==> src/rtl/affine_filter_acc.sv <==
// Six-tap polyphase FIR: a 16-phase coefficient table selected per sample by in_frac, with per-line window fill.
// Latency 2 cycles from acceptance to out_valid; in_ready follows !out_valid || out_ready and both stages freeze under stall.
module affine_filter_acc (
   input  logic        clk,
   input  logic        rst_n,
   input  logic        cfg_we,
   input  logic [6:0]  cfg_addr,
   input  logic [7:0]  cfg_data,
   input  logic        in_valid,
   output logic        in_ready,
   input  logic        in_sol,
   input  logic [3:0]  in_frac,
   input  logic [10:0] in_x,
   output logic        out_valid,
   input  logic        out_ready,
   output logic [15:0] out_y
);

   logic [7:0]  coef     [0:15][0:5];
   logic [10:0] win      [0:5];
   logic [10:0] win_nxt  [0:5];
   logic [18:0] prod     [0:5];
   logic [18:0] s1_prod  [0:5];
   logic [2:0]  fill;
   logic [2:0]  fill_nxt;
   logic        s1_vld;
   logic        advance;
   logic        accept;
   logic        issue;
   logic [21:0] sum;
   logic [21:0] rnd;

   // 8x11 signed multiply; the exact product always fits 19 bits
   function automatic logic [18:0] mul8x11(input logic [7:0] c, input logic [10:0] x);
      logic signed [18:0] a;
      logic signed [18:0] b;
      a = {{11{c[7]}}, c};
      b = {{8{x[10]}}, x};
      return a * b;
   endfunction

   assign advance  = !out_valid || out_ready;
   assign in_ready = rst_n && advance;
   assign accept   = in_valid && in_ready;
   assign issue    = accept && (fill_nxt == 3'd6);

   always_comb begin
      fill_nxt = fill;
      if (in_sol)
         fill_nxt = 3'd1;
      else if (fill != 3'd6)
         fill_nxt = fill + 3'd1;
   end

   // Products use the window as it will look after this sample shifts in
   always_comb begin
      for (int k = 0; k < 5; k++)
         win_nxt[k] = win[k+1];
      win_nxt[5] = in_x;
      for (int k = 0; k < 6; k++)
         prod[k] = mul8x11(coef[in_frac][k], win_nxt[k]);
   end

   always_comb begin
      sum = '0;
      for (int k = 0; k < 6; k++)
         sum = sum + {{3{s1_prod[k][18]}}, s1_prod[k]};
      rnd = sum + 22'd32;
   end

   always_ff @(posedge clk) begin
      if (!rst_n) begin
         for (int f = 0; f < 16; f++)
            for (int k = 0; k < 6; k++)
               coef[f][k] <= (k == 2) ? 8'd64 : 8'd0;
      end else if (cfg_we && (cfg_addr[2:0] <= 3'd5)) begin
         coef[cfg_addr[6:3]][cfg_addr[2:0]] <= cfg_data;
      end
   end

   always_ff @(posedge clk) begin
      if (!rst_n) begin
         fill <= 3'd0;
         for (int k = 0; k < 6; k++)
            win[k] <= '0;
      end else if (accept) begin
         fill <= fill_nxt;
         for (int k = 0; k < 6; k++)
            win[k] <= win_nxt[k];
      end
   end

   always_ff @(posedge clk) begin
      if (!rst_n) begin
         s1_vld    <= 1'b0;
         out_valid <= 1'b0;
         out_y     <= '0;
         for (int k = 0; k < 6; k++)
            s1_prod[k] <= '0;
      end else if (advance) begin
         s1_vld <= issue;
         if (issue)
            for (int k = 0; k < 6; k++)
               s1_prod[k] <= prod[k];
         out_valid <= s1_vld;
         if (s1_vld)
            out_y <= rnd[21:6];
      end
   end

endmodule

==> config.mk <==
export PLATFORM = sky130hd
export DESIGN_NAME = affine_filter_acc
export DESIGN_NICKNAME = d
export VERILOG_FILES = /design/src/rtl/affine_filter_acc.sv
export SDC_FILE = /design/constraint.sdc
export NUM_CORES = 2
export LEC_CHECK = 0
export BUFFER_PORTS_ARGS = -buffer_cell sky130_fd_sc_hd__buf_2
export CAP_MARGIN = 25
export CELL_PAD_IN_SITES_DETAIL_PLACEMENT = 1
export CELL_PAD_IN_SITES_GLOBAL_PLACEMENT = 1
export CORE_UTILIZATION = 54
export CTS_CLUSTER_SIZE = 20
export DETAILED_ROUTE_END_ITERATION = 10
export HOLD_SLACK_MARGIN = 0.06
export PLACE_DENSITY = 0.87
export SYNTH_ARGS = -nofsm -noshare
export SYNTH_HDL_FRONTEND = slang
export SYNTH_SLANG_ARGS = --single-unit
==> constraint.sdc <==
create_clock -name clk -period 7.7 [get_ports clk]
set_input_delay 0.385 -clock clk [delete_from_list [all_inputs] [get_ports clk]]
set_output_delay 0.385 -clock clk [all_outputs]
set_load 0.01 [all_outputs]
==> out/metrics.csv <==
stage;metric;value;unit
timing;tns;0;ps
synthesis;yosysWarnings;0;
cells_and_area;syn2layout_area_growth;9.14;%
clock_network;post_cts_buffers;0;
place;io_buffers;53;
die;die_width;345;um
routing;routedWlPerCell;27.5;um
critical_path;r2r_setup_slack;1240;ps
critical_path;critical-path-top-delay-family;adder cells;
critical_path;worstPathRequired;8120;ps
routing;drtIter0Drc;4150;
grt;grt_pass1_wl;284;mm
synthesis;syn_nets;5848;
synthesis;syn-instance-count;5050;
power;p_comb_share;46.6;%
clock_network;clkTransAtPathRegs;60;ps
timing;rsz0062_at_grt;no;
power;internal_power;0.0128;W
clock_network;worstSkewPairLatency;730;ps
critical_path;r2r_start;coef[11][32];
place;place_congestion;0.889;
timing;period_share;83.9;%
critical_path;startpoint_type;register;
clock_network;h-tree-depth;3;
synthesis;async_flop_share;0;%
synthesis;yosys_register_bits;958;
routing;num_vias;40515;
critical_path;cp_max_fo;11;
routing;antenna_left;0;
timing;finalClockSkew;38.2;ps
critical_path;critPathBufInv;3;
critical_path;startpoint;coef[11][32];
routing;drtPass1Iterations;6;
clock_network;cts_buffers;103;
critical_path;crit_cells;21;
routing;drc;0;
power;power_switching;0.00815;W
grt;grt_max_degree;97;
cells_and_area;nets;5908;
routing;wirelength;185;mm
status;outcome;finished clean;
grt;antenna_found_initial;4;
die;std_cell_rows;125;
timing;min_period;6460;ps
flow_run;maxCapViolations;0;
critical_path;crit_arrival;6890;ps
place;hpwl;127;mm
synthesis;ys.flop_type;edfxtp_1;
worst_hold_path;worst_hold_startpoint;in_x[0];
cells_and_area;drive_gt1_share;11.9;%
clock_network;cts-root-buf;clkbuf_16;
timing;holdWs;138;ps
grt;overflow;0;
timing;drv_slew;0;
clock_network;cts_sinks;958;
clock_network;clockBufferDepth;3;
clock_network;cts_resized;0;
synthesis;synth_cell_types;58;
critical_path;cp_slowest_stage_delay;660;ps
die;initial_core_util;54.7;%
clock_network;cts_hold_buf;2;
die;core_area;117000;sq um
synthesis;syn-cell-area;63700;sq um
die;dieHeight;345;um
timing;finalSetupViolCount;0;
critical_path;crit_slowest_cell;mux4_2;
cells_and_area;fillers;11365;
power;peakVddDrop;0.204;mV
routing;vias_per_cell;6.03;
worst_hold_path;hold_path_depth;2;
synthesis;synth_seq_area_share;44.8;%
cells_and_area;final_common_cell;and2_1;
timing;max_slew_margin;20.8;%
grt;grt_util_all_layers;31.5;%
die;top_level_ports;54;
critical_path;path_class;reg -> reg;
worst_hold_path;min_path_type;in -> reg;
power;clkPwrFrac;24.1;%
clock_network;cts_tree;done;
critical_path;ff2ff_path_depth;21;
timing;fmax;155;MHz
grt;grt_pass1_vias;45648;
cells_and_area;mostFrequentLayoutCells;1210 x and2_1, 937 x edfxtp_1, 638 x inv_1;
synthesis;synth_area_per_cell;12.6;sq um
power;p_leak;28.2;nW
die;die_area;119000;sq um
power;swShare;38.9;%
synthesis;synth_edf_count;937;
critical_path;cp-end-kind;register;
timing;hold_viol;0;
timing;worst_pin_slew;1180;ps
critical_path;critical_path.cell_chain;mux4_2, mux4_2, and2_1, ha_1, fa_1, ha_1, inv_1, fa_1, inv_1, ha_1, inv_1, fa_1, nor2b_1, o21ai_0, a21boi_0, o21ai_0, a21oi_1, nand4_1, o21ai_0, xnor2_1, nor2_1;
power;power.density;302;nW/um^2
power;seq_power_share;29.3;%
worst paths after layout:
check,endpoint
min reg2reg,out_y[14]
min,win[0][55]
max,s1_prod[1][18]
max reg2reg,s1_prod[1][18]
flip-flops by register name, summed over array words and instances, names as in the netlist:
name	cells
coef	768
s1_prod	114
out_y	16
s1_vld	1
fill	3
out_valid	1
win	55
cell families after synthesis:
logic type | count (synthesis) | synth area share (%)
buffers and inverters | 892 | 5.49
adder cells (fa/ha/maj) | 762 | 21.0
XOR/XNOR | 118 | 1.62
AO/OA/AOI/OAI | 328 | 3.06
multiplexers | 246 | 8.47
flip-flops | 958 | 44.8
AND/OR/NAND/NOR | 1746 | 15.5
layout make-up:
class,count,area [sq um],area share (%)
well taps,1524,1910,2.74
repair buffers,206,1620,2.33
inverters,641,2410,3.46
clock inverters,75,729,1.05
flip-flops and latches,958,28600,41.1
diodes,1,2.50,0.00360
clock buffers,116,2630,3.78
multi-input cells,3200,31700,45.6
cells in the mapped netlist (all sizes together) (2+ instances only):
cell / number / area [sq um]
o21a: 10 / 75.1
nand3: 14 / 70.1
xnor2: 87 / 762
mux2i: 6 / 60.1
edfxtp: 937 / 28100
o211a: 3 / 30.0
a22o: 2 / 17.5
clkbuf: 192 / 721
a31oi: 9 / 62.6
a21oi: 60 / 304
a221oi: 2 / 17.5
and2: 1210 / 7570
a21boi: 4 / 30.0
inv: 641 / 2410
buf: 59 / 368
o21ai: 161 / 806
nor3b: 3 / 22.5
nand4: 6 / 37.5
a21o: 34 / 255
ha: 248 / 3100
o2111ai: 3 / 26.3
or3: 19 / 124
a211oi: 6 / 45.0
o31ai: 7 / 52.6
nor2b: 22 / 138
fa: 514 / 10300
or2: 11 / 68.8
o21bai: 14 / 105
mux4: 234 / 5270
nand2b: 14 / 87.6
xor2: 31 / 272
nor3: 23 / 115
nor2: 249 / 935
mux2: 6 / 67.6
nand2: 159 / 597
and3: 14 / 87.6
o41ai: 4 / 42.6
dfxtp: 21 / 420
metrics by stage:
step / util (%) / power (W) / setup slack [ps] / std cells / area, sq um
2_1_floorplan: - / 0.0131 / 1470 / 5050 / 63700
5_1_grt: 59.7 / 0.0223 / 1080 / 6720 / 69500
4_1_cts: 59.4 / 0.0210 / 1360 / 6687 / 69200
3_3_place_gp: 56.3 / 0.0152 / 1030 / 6468 / 65600
6_report: 59.7 / 0.0210 / 1240 / 6721 / 69500
3_5_place_dp: 56.5 / 0.0159 / 770 / 6494 / 65800
worst reg2reg max path: cells and delay by family, from the launching register on:
kind,cells,cell delay [ps]
adder cells (fa/ha/maj),6,2200
AO/OA/AOI/OAI,5,1260
multiplexers,2,1200
buffers and inverters,3,260
flip-flops,1,400
XOR/XNOR,1,150
AND/OR/NAND/NOR,4,680
metal layers:
layer / global-route usage [%] / wire length [um] / part of all wire (%)
met4: 12.6 / 7460 / 4.0
met1: 40.2 / 70800 / 38
met3: 4.21 / 13300 / 7.2
met2: 54.5 / 93300 / 50
met5: 0 / 13 / 0.0070
power groups by stage:
stage	registers, W	logic [W]	clock network, W
4_1_cts	0.00615	0.00979	0.00509
2_1_floorplan	0.00614	0.00693	0
6_report	0.00615	0.00978	0.00505
3_5_place_dp	0.00624	0.00964	0
3_3_place_gp	0.00621	0.00897	0
5_1_grt	0.00616	0.0108	0.00525
No activity file was read; power rests on OpenSTA's default activity.
